<file path="src/rtl/systolic_pe_mac_if.sv">
// rtl/systolic_pe_mac_if.sv - operand, control and result bundle of one systolic MAC processing element
interface systolic_pe_mac_if #(
   parameter int DATA_WIDTH = 32,
   parameter int ACC_WIDTH  = 2*DATA_WIDTH+8,
   parameter int K_WIDTH    = 8
);
   logic [DATA_WIDTH-1:0] up_i;
   logic                  up_vld_i;
   logic [DATA_WIDTH-1:0] left_i;
   logic                  left_vld_i;
   logic                  start_i;
   logic [K_WIDTH-1:0]    k_len_i;
   logic [DATA_WIDTH-1:0] down_o;
   logic                  down_vld_o;
   logic [DATA_WIDTH-1:0] right_o;
   logic                  right_vld_o;
   logic [ACC_WIDTH-1:0]  res_o;
   logic                  res_vld_o;
   logic                  busy_o;
   logic                  ovf_o;

   modport master (
      output up_i, up_vld_i, left_i, left_vld_i, start_i, k_len_i,
      input  down_o, down_vld_o, right_o, right_vld_o, res_o, res_vld_o, busy_o, ovf_o
   );

   modport slave (
      input  up_i, up_vld_i, left_i, left_vld_i, start_i, k_len_i,
      output down_o, down_vld_o, right_o, right_vld_o, res_o, res_vld_o, busy_o, ovf_o
   );
endinterface

</file>
<file path="src/rtl/systolic_pe_mac.sv">
// rtl/systolic_pe_mac.sv - systolic PE: valid-qualified MAC over K products with registered operand forwarding
// Define PE_SATURATE_EN to clamp the accumulator on overflow instead of wrapping.
module systolic_pe_mac #(
   parameter int DATA_WIDTH = 32,
   parameter int ACC_WIDTH  = 2*DATA_WIDTH+8,
   parameter int K_WIDTH    = 8,
   parameter bit SIGNED     = 1'b0,
   parameter bit PIPE_MUL   = 1'b0
) (
   input logic              clk_i,
   input logic              rst_ni,
   systolic_pe_mac_if.slave pe
);
   localparam int PW  = 2*DATA_WIDTH;
   localparam int MSB = ACC_WIDTH-1;

   typedef enum logic [1:0] {
      S_IDLE  = 2'd0,
      S_ACC   = 2'd1,
      S_FLUSH = 2'd2
   } state_t;

   state_t                state_q, state_d;
   logic [K_WIDTH-1:0]    k_q, k_d, cnt_q, cnt_d, cnt_inc;
   logic [ACC_WIDTH-1:0]  acc_q, acc_d, res_q, res_d;
   logic                  res_vld_q, res_vld_d, ovf_q, ovf_d;
   logic                  start_ok;

   logic [DATA_WIDTH-1:0] down_q, right_q;
   logic                  down_vld_q, right_vld_q;

   logic                  prod_en;
   logic [PW-1:0]         op_a, op_b, prod_raw;
   logic [ACC_WIDTH-1:0]  prod_ext;
   logic [ACC_WIDTH-1:0]  add_val;
   logic                  add_en;

   logic [ACC_WIDTH:0]    sum_full;
   logic [ACC_WIDTH-1:0]  sum_wrap, acc_step;
   logic                  add_ovf;

   always_ff @(posedge clk_i or negedge rst_ni) begin
      if (!rst_ni) begin
         down_q      <= '0;
         down_vld_q  <= 1'b0;
         right_q     <= '0;
         right_vld_q <= 1'b0;
      end else begin
         down_q      <= pe.up_i;
         down_vld_q  <= pe.up_vld_i;
         right_q     <= pe.left_i;
         right_vld_q <= pe.left_vld_i;
      end
   end

   // Operands are widened to the product width so one multiplier serves both signed and unsigned modes.
   always_comb begin
      prod_en = pe.up_vld_i & pe.left_vld_i;
      if (SIGNED) begin
         op_a = {{DATA_WIDTH{pe.up_i[DATA_WIDTH-1]}}, pe.up_i};
         op_b = {{DATA_WIDTH{pe.left_i[DATA_WIDTH-1]}}, pe.left_i};
      end else begin
         op_a = {{DATA_WIDTH{1'b0}}, pe.up_i};
         op_b = {{DATA_WIDTH{1'b0}}, pe.left_i};
      end
      prod_raw         = op_a * op_b;
      prod_ext         = {ACC_WIDTH{SIGNED & prod_raw[PW-1]}};
      prod_ext[PW-1:0] = prod_raw;
   end

   generate
      if (PIPE_MUL) begin : g_pipe
         logic [ACC_WIDTH-1:0] prod_q;
         logic                 en_q;

         always_ff @(posedge clk_i or negedge rst_ni) begin
            if (!rst_ni) begin
               prod_q <= '0;
               en_q   <= 1'b0;
            end else begin
               prod_q <= prod_ext;
               en_q   <= prod_en;
            end
         end

         assign add_val = prod_q;
         assign add_en  = en_q;
      end else begin : g_comb
         assign add_val = prod_ext;
         assign add_en  = prod_en;
      end
   endgenerate

   always_comb begin
      sum_full = {1'b0, acc_q} + {1'b0, add_val};
      sum_wrap = sum_full[ACC_WIDTH-1:0];
      if (SIGNED) begin
         add_ovf = (acc_q[MSB] == add_val[MSB]) && (sum_wrap[MSB] != acc_q[MSB]);
      end else begin
         add_ovf = sum_full[ACC_WIDTH];
      end
`ifdef PE_SATURATE_EN
      if (!add_ovf) begin
         acc_step = sum_wrap;
      end else if (!SIGNED) begin
         acc_step = '1;
      end else if (acc_q[MSB]) begin
         acc_step = {1'b1, {(ACC_WIDTH-1){1'b0}}};
      end else begin
         acc_step = {1'b0, {(ACC_WIDTH-1){1'b1}}};
      end
`else
      acc_step = sum_wrap;
`endif
   end

   // A start with k_len_i==0 is ignored in every state, so a running dot product is never aborted into a dead run.
   always_comb begin
      state_d   = state_q;
      k_d       = k_q;
      cnt_d     = cnt_q;
      acc_d     = acc_q;
      res_d     = res_q;
      res_vld_d = 1'b0;
      ovf_d     = ovf_q;
      cnt_inc   = cnt_q + K_WIDTH'(1);
      start_ok  = pe.start_i && (pe.k_len_i != '0);

      if (start_ok) begin
         k_d     = pe.k_len_i;
         cnt_d   = '0;
         acc_d   = '0;
         ovf_d   = 1'b0;
         state_d = S_ACC;
         if (!PIPE_MUL && prod_en) begin
            acc_d = prod_ext;
            cnt_d = K_WIDTH'(1);
            if (pe.k_len_i == K_WIDTH'(1)) begin
               res_d     = prod_ext;
               res_vld_d = 1'b1;
               state_d   = S_IDLE;
            end
         end
      end else begin
         case (state_q)
            S_ACC: begin
               if (add_en) begin
                  acc_d = acc_step;
                  cnt_d = cnt_inc;
                  ovf_d = ovf_q | add_ovf;
                  if (cnt_inc == k_q) begin
                     res_d     = acc_step;
                     res_vld_d = 1'b1;
                     state_d   = PIPE_MUL ? S_FLUSH : S_IDLE;
                  end
               end
            end
            S_FLUSH: state_d = S_IDLE;
            default: ;
         endcase
      end
   end

   always_ff @(posedge clk_i or negedge rst_ni) begin
      if (!rst_ni) begin
         state_q   <= S_IDLE;
         k_q       <= '0;
         cnt_q     <= '0;
         acc_q     <= '0;
         res_q     <= '0;
         res_vld_q <= 1'b0;
         ovf_q     <= 1'b0;
      end else begin
         state_q   <= state_d;
         k_q       <= k_d;
         cnt_q     <= cnt_d;
         acc_q     <= acc_d;
         res_q     <= res_d;
         res_vld_q <= res_vld_d;
         ovf_q     <= ovf_d;
      end
   end

   assign pe.down_o      = down_q;
   assign pe.down_vld_o  = down_vld_q;
   assign pe.right_o     = right_q;
   assign pe.right_vld_o = right_vld_q;
   assign pe.res_o       = res_q;
   assign pe.res_vld_o   = res_vld_q;
   assign pe.busy_o      = (state_q != S_IDLE);
   assign pe.ovf_o       = ovf_q;
endmodule

</file>
<file path="src/flat_wrapper.sv">
// flat-port wrapper written by rule: the top's interface ports become plain ports
module systolic_pe_mac_flat 
#(
   parameter int DATA_WIDTH = 32,
   parameter int ACC_WIDTH  = 2*DATA_WIDTH+8,
   parameter int K_WIDTH    = 8,
   parameter bit SIGNED     = 1'b0,
   parameter bit PIPE_MUL   = 1'b0
)
  (clk_i, rst_ni, pe_up_i, pe_up_vld_i, pe_left_i, pe_left_vld_i, pe_start_i, pe_k_len_i, pe_down_o, pe_down_vld_o, pe_right_o, pe_right_vld_o, pe_res_o, pe_res_vld_o, pe_busy_o, pe_ovf_o);
  systolic_pe_mac_if #(.DATA_WIDTH(DATA_WIDTH), .ACC_WIDTH(ACC_WIDTH), .K_WIDTH(K_WIDTH)) pe_i ();
  input logic clk_i;
  input logic rst_ni;
  input wire logic [$bits(pe_i.up_i)-1:0] pe_up_i;
  input wire logic [$bits(pe_i.up_vld_i)-1:0] pe_up_vld_i;
  input wire logic [$bits(pe_i.left_i)-1:0] pe_left_i;
  input wire logic [$bits(pe_i.left_vld_i)-1:0] pe_left_vld_i;
  input wire logic [$bits(pe_i.start_i)-1:0] pe_start_i;
  input wire logic [$bits(pe_i.k_len_i)-1:0] pe_k_len_i;
  output wire logic [$bits(pe_i.down_o)-1:0] pe_down_o;
  output wire logic [$bits(pe_i.down_vld_o)-1:0] pe_down_vld_o;
  output wire logic [$bits(pe_i.right_o)-1:0] pe_right_o;
  output wire logic [$bits(pe_i.right_vld_o)-1:0] pe_right_vld_o;
  output wire logic [$bits(pe_i.res_o)-1:0] pe_res_o;
  output wire logic [$bits(pe_i.res_vld_o)-1:0] pe_res_vld_o;
  output wire logic [$bits(pe_i.busy_o)-1:0] pe_busy_o;
  output wire logic [$bits(pe_i.ovf_o)-1:0] pe_ovf_o;
  assign pe_i.up_i = pe_up_i;
  assign pe_i.up_vld_i = pe_up_vld_i;
  assign pe_i.left_i = pe_left_i;
  assign pe_i.left_vld_i = pe_left_vld_i;
  assign pe_i.start_i = pe_start_i;
  assign pe_i.k_len_i = pe_k_len_i;
  assign pe_down_o = pe_i.down_o;
  assign pe_down_vld_o = pe_i.down_vld_o;
  assign pe_right_o = pe_i.right_o;
  assign pe_right_vld_o = pe_i.right_vld_o;
  assign pe_res_o = pe_i.res_o;
  assign pe_res_vld_o = pe_i.res_vld_o;
  assign pe_busy_o = pe_i.busy_o;
  assign pe_ovf_o = pe_i.ovf_o;
  systolic_pe_mac #(.DATA_WIDTH(DATA_WIDTH), .ACC_WIDTH(ACC_WIDTH), .K_WIDTH(K_WIDTH), .SIGNED(SIGNED), .PIPE_MUL(PIPE_MUL)) u_core (.clk_i(clk_i), .rst_ni(rst_ni), .pe(pe_i));
endmodule
</file>
<file path="config.mk">
export PLATFORM = sky130hd
export DESIGN_NAME = systolic_pe_mac_flat
export DESIGN_NICKNAME = d
export VERILOG_FILES = /design/src/rtl/systolic_pe_mac_if.sv /design/src/rtl/systolic_pe_mac.sv /design/src/flat_wrapper.sv
export SDC_FILE = /design/constraint.sdc
export NUM_CORES = 2
export LEC_CHECK = 0
export CAP_MARGIN = 5
export CORE_ASPECT_RATIO = 0.8
export CORE_UTILIZATION = 35
export CTS_CLUSTER_SIZE = 8
export DETAILED_ROUTE_END_ITERATION = 10
export PLACE_DENSITY = 0.48
export SYNTH_ARGS = -nofsm -noshare
export SYNTH_HDL_FRONTEND = slang
export SYNTH_SLANG_ARGS = --single-unit
</file>
<file path="constraint.sdc">
create_clock -name clk_i -period 5.1 [get_ports clk_i]
set_input_delay 0.765 -clock clk_i [delete_from_list [all_inputs] [get_ports clk_i]]
set_output_delay 0.765 -clock clk_i [all_outputs]
set_load 0.01 [all_outputs]
</file>
Word-level counts from Yosys, hierarchy flattened. Index checks and enable logic that the tools add are counted.

Register bits after elaboration: 230. Word-level logic and storage cells: 62. Output and inout bits: 141. Input bits: 77.

Reduce and logical (&&, ||, !) cells: 10. Bitwise gates (word level): 2. Equality and inequality tests: 7. Add/subtract/negate cells: 2. Multiply operators: 1. Mux-type cells: 29.

Operators by type and width (count): two-way mux 72 bit (9); adder 72 x 64 -> 73 bit (1); multiplier 32 x 32 -> 64 bit (1); two-way mux 64 bit (1); two-way mux 8 bit (3); two-way mux 1 bit (12); adder 8 x 1 -> 8 bit (second input constant) (1); == test 8 x 1 -> 1 bit (second input constant) (1); == test 8 bit (1); nonzero test 2 bit (4); nonzero test 8 bit (1); two-way mux 2 bit (3); inequality test 3 x 1 -> 1 bit (second input constant) (2); case mux 2 bit (2 select lines) (1); AND reduction 4 bit (1); AND reduction 3 bit (1); nonzero test 3 bit (1); == test 2 x 1 -> 1 bit (second input constant) (1); == test 2 bit (second input constant) (1); inequality test 2 bit (second input constant) (1); AND reduction 2 bit (1); bitwise AND 1 bit (1); logical AND 1 bit (1); bitwise OR 1 bit (1).

Logic depth before layout (Yosys ltp).
Depth in word-level cells: 6. Mapped depth: 39. Mapped depth without buffers: 35.

Least setup slack after synthesis. No wires, ideal clock.

Kind: input to register. Start point: input port pe_left_i[2]. End point: register u_core.ovf_q (netlist: u_core.pe.ovf_o). Cell stages on the path: 35. Buffers on the path: 3. Required time: 4968 ps. Arrival time: 9535 ps. Slack: -4567 ps. Setup time: 132 ps. Cell sequence: clkbuf_1 and2_1 fa_1 inv_1 fa_1 fa_1 fa_1 inv_1 fa_1 inv_1 fa_1 inv_1 fa_1 fa_1 ha_1 buf_2 a211oi_1 o21ai_0 or4_1 a211oi_1 o31a_1 o21bai_1 xor2_1 ha_1 clkbuf_1 a21o_1 a21oi_1 o32ai_1 a211o_1 a221oi_1 a31oi_1 o21ai_1 nand2_1 a31oi_1 nor2_1.

Longest elaborated chain between the ends: 6.

Ends and longest elaborated chain: from (decl) (RTL line flat_wrapper.sv:16) `input wire logic [$bits(pe_i.left_i)-1:0] pe_left_i;`; multiplier 32 x 32 -> 64 bit (RTL line systolic_pe_mac.sv:66) `prod_raw = op_a * op_b;`; adder 72 x 64 -> 73 bit (RTL line systolic_pe_mac.sv:95) `sum_full = {1'b0, acc_q} + {1'b0, add_val};`; bitwise OR 1 bit (RTL line systolic_pe_mac.sv:150) `ovf_d = ovf_q | add_ovf;`; two-way mux 1 bit (RTL line systolic_pe_mac.sv:147) `if (add_en) begin`; two-way mux 1 bit (RTL line systolic_pe_mac.sv:145) `case (state_q)`; two-way mux 1 bit (RTL line systolic_pe_mac.sv:129) `if (start_ok) begin`; to (signal assigned) (RTL line systolic_pe_mac.sv:180) `ovf_q <= ovf_d;`; to (decl) (RTL line systolic_pe_mac.sv:26) `logic res_vld_q, res_vld_d, ovf_q, ovf_d;`.

No other way between the ends. The select of a mux whose other input is x is not followed. A chain may end at the register's enable or synchronous reset.

Worst setup path after layout.
Start point: input port pe_left_i[2]. End point: register u_core.acc_q[71].

Longest elaborated chain between the ends: 5.

Ends and longest elaborated chain: multiplier 32 x 32 -> 64 bit (RTL line systolic_pe_mac.sv:66); adder 72 x 64 -> 73 bit (RTL line systolic_pe_mac.sv:95); two-way mux 72 bit (RTL line systolic_pe_mac.sv:147); two-way mux 72 bit (RTL line systolic_pe_mac.sv:145); two-way mux 72 bit (RTL line systolic_pe_mac.sv:129); to (signal assigned) (RTL line systolic_pe_mac.sv:169) `acc_q <= '0;`; to (signal assigned) (RTL line systolic_pe_mac.sv:177) `acc_q <= acc_d;`; to (decl) (RTL line systolic_pe_mac.sv:25) `logic [ACC_WIDTH-1:0] acc_q, acc_d, res_q, res_d;`.

No other way between the ends. The select of a mux whose other input is x is not followed.

==> flow_summary_export.csv <==
group,metric,value,unit
sta,slew_headroom,31.44,%
worst_setup_path,end_kind,"register",
worst_setup_path,reg2reg_slack,1.18,ns
cells_and_area,antenna_cells,0,
job,drv_cap,0,
grt,grt_max_degree,96,
grt,grt_usage,24.98,%
cells_and_area,area_growth_syn_to_layout,39.08,%
yosys,syn-cell-area,46520,µm²
sta,timing.clock.skew,0.04352,ns
clock_network,cts.sinks,229,
worst_setup_path,rr_worst_depth,14,
sta,layout_setup_ws,-4.223,ns
placement,placed_cell_area,57720,µm²
sta,rsz0062_at_grt,"yes",
yosys,syn_area_per_cell,8.878,µm²
worst_setup_path,critPathArrivalTime,9.80,ns
cells_and_area,final_area,64700,µm²
grt,grt_overflow_total,0,
sta,final-setup-viol-count,133,
yosys,synth-main-ff-cell,"dfrtp_1",
sta,finalCriticalPeriod,9.323,ns
worst_setup_path,worst-path-buf-inv,13,
clock_network,insertion_delay,0.64,ns
routing,drt-pass1-iter-count,8,
yosys,synth.distinct_cells,80,
sta,hold_ws,0.1982,ns
yosys,syn_inst,5240,
routing,finalWirelength,167100,µm
min_path,hold_path_class,"in2async",
clock_network,htreeDepth,2,
yosys,synth-seq-cells,229,
floorplan,std_cell_rows,119,
floorplan,ios,218,
cells_and_area,drive_gt1_share,28.28,%
placement,io_buffers,217,
worst_setup_path,path_delay_family,"adder cells",
yosys,synth_edf_count,0,
worst_setup_path,start_kind,"input port",
grt,grt_pass1_vias,41346,
routing,first_iter_violations,2323,
routing,drcViolationCount,12,
routing,ant_nets,0,
grt,grt_pass1_wl,256800,µm
grt,antenna_found_initial,8,
sta,min_period_over_period,182.8,%
routing,avgRoutedWirePerCell,20.80,µm
clock_network,numCtsBuffers,37,
cells_and_area,final_nets,7576,
worst_setup_path,cp_slowest_cell,"fa_2",
floorplan,core,131800,µm²
worst_setup_path,reg2reg_to,"u_core.pe.res_o[42]",
sta,max_freq,107.3,MHz
floorplan,die-area,134400,µm²
outcome,status,"complete, but fails checks",
worst_setup_path,path_max_fanout,7,
worst_setup_path,r2r-start,"u_core.acc_q[0]",
clock_network,cts_tree,"built",
yosys,syn_nets,6547,
cells_and_area,ff_latch_area,5731,µm²
sta,drv_slew,0,
clock_network,clkTransAtPathRegs,0.05,ns
routing,via_per_inst,4.966,
clock_network,cts_buffer_depth,3,
floorplan,dieHeight,328.1,µm
cells_and_area,final_util,49.10,%
sta,worst_pin_slew,1.028,ns
worst_setup_path,worst_ep_required_time,5.58,ns
cells_and_area,multi_input_area,39670,µm²
placement,place_congestion,0.8908,
worst_setup_path,critPathMaxStageDelay,0.62,ns
routing,vias,39899,
clock_network,cts_root_buf,"clkbuf_16",
yosys,yosys_warnings,0,
worst_setup_path,path_class,"in2reg",
cells_and_area,fill_cells,12462,
outcome,violations,"design-rule violations, negative setup slack",
floorplan,dieWidth,409.6,µm
yosys,async_reset_ff_share,100.0,%
placement,dp_hpwl,123100,µm
floorplan,initial_core_util,35.30,%
sta,hold_viol,0,
yosys,ys_seq_area_share,12.32,%
clock_network,cts_hold_buf,0,
[layer usage]
metal | track usage, % | part of all wire [%]
met1 | 37.23 | 47
met2 | 39.42 | 46
met3 | 3.175 | 5.5
met4 | 3.577 | 1.7
met5 | 0 | 0.0078
[what timing repair did]
| item | in CTS | in global routing |
|---|---|---|
| cloned | 40 | 4 |
| gates resized for setup | 695 | 282 |
| pin swaps | 278 | 203 |
| setup endpoints to repair | 135 | 135 |
| buffers inserted | 131 | 59 |
[worst max-delay path by stage]
stage                     depth (start not counted)             endpoint           from  slack [ns]
after floorplan                                  34     u_core.acc_q[62]   pe_left_i[7]       -4.10
after global placement                           39  u_core.pe.res_o[51]   pe_left_i[9]       -5.73
after detailed placement                         39  u_core.pe.res_o[51]  pe_left_i[10]       -5.79
after CTS                                        35  u_core.pe.res_o[50]   pe_left_i[5]       -4.16
after global routing                             35  u_core.pe.res_o[50]    pe_up_i[11]       -4.45
final                                            39     u_core.acc_q[71]   pe_left_i[2]       -4.22
[cell families (layout without fill, tap and decap cells)]
kind of cell | count (synthesis) | count (layout) | share of synthesized area (%)
flip-flops | 229 | 229 | 12.32
multiplexers | 20 | 20 | 0.4330
AND/OR/NAND/NOR | 1688 | 1688 | 17.54
AO/OA/AOI/OAI | 706 | 706 | 9.408
XOR/XNOR | 153 | 153 | 2.881
adder cells (fa/ha/maj) | 1230 | 1230 | 47.56
buffers and inverters | 1214 | 2254 | 9.866
[layout by cell type (no fill, tap or decap), types with 21 or more instances in the layout]
cell / count
a21oi_1: 138
buf_16: 21
inv_1: 866
buf_6: 84
a21o_1: 60
buf_12: 88
ha_1: 259
fa_1: 820
a31oi_1: 26
o21ai_1: 100
xor2_1: 29
buf_4: 892
nand4_1: 51
ha_4: 69
fa_2: 77
a21oi_2: 61
nor2_1: 155
nand3_1: 31
o21ai_0: 62
inv_2: 33
xnor2_1: 72
o211ai_1: 22
and2_1: 493
and2_4: 48
o21ai_2: 22
clkbuf_16: 41
dfrtp_1: 229
clkdlybuf4s50_1: 155
nand2_1: 735
xnor2_2: 31
[synth_stat cells, types with 9 or more instances]
cell type / instances / area [µm²]
inv_1: 898 / 3371
fa_1: 897 / 17960
nand2_1: 764 / 2868
and2_1: 541 / 3385
ha_1: 333 / 4167
clkbuf_1: 285 / 1070
dfrtp_1: 229 / 5731
a21oi_1: 216 / 1081
nor2_1: 183 / 686.9
o21ai_0: 174 / 870.8
xnor2_1: 107 / 937.2
a21o_1: 60 / 450.4
nand4_1: 51 / 319.1
xor2_1: 46 / 402.9
nand3_1: 39 / 195.2
nor3_1: 37 / 185.2
a31oi_1: 35 / 219.0
o21a_1: 23 / 172.7
o21bai_1: 23 / 172.7
o211ai_1: 22 / 165.2
mux2i_1: 19 / 190.2
a211oi_1: 17 / 127.6
a22o_1: 17 / 148.9
buf_2: 17 / 85.08
o21ai_1: 16 / 80.08
and3_1: 12 / 75.07
buf_1: 11 / 41.29
a22oi_1: 10 / 75.07
o22ai_1: 10 / 62.56
or3_1: 10 / 62.56
nor2b_1: 9 / 56.30
[flip-flops by register name (all words and copies together) (netlist names)]
| register | count |
|---|---|
| u_core.acc_q | 72 |
| u_core.pe.res_o | 72 |
| u_core.pe.down_o | 32 |
| u_core.pe.right_o | 32 |
| u_core.cnt_q | 8 |
| u_core.k_q | 8 |
| u_core.pe.down_vld_o | 1 |
| u_core.pe.ovf_o | 1 |
| u_core.pe.res_vld_o | 1 |
| u_core.pe.right_vld_o | 1 |
| u_core.state_q | 1 |
[through the flow]
stage	cells	TNS, ns	setup WS [ns]
CTS	7979	-451.95	-4.164
floorplan	5240	-409.81	-4.101
finish	8034	-457.40	-4.223
global route	8034	-486.91	-4.450
detailed placement	7762	-619.48	-5.793
global placement	7762	-619.90	-5.725
[final cells by class]
type                            count  share of cell area (%)
Timing Repair Buffer             1305                   19.47
Clock buffer                       41                   1.485
Sequential cell                   229                   8.857
Clock inverter                      9                  0.2688
Tap cell                         1754                   3.392
Multi-Input combinational cell   3797                   61.31
Inverter                          899                   5.216
Power is not shown: default switching activity piles up to over one toggle a cycle in this logic, so the estimate is an artifact.
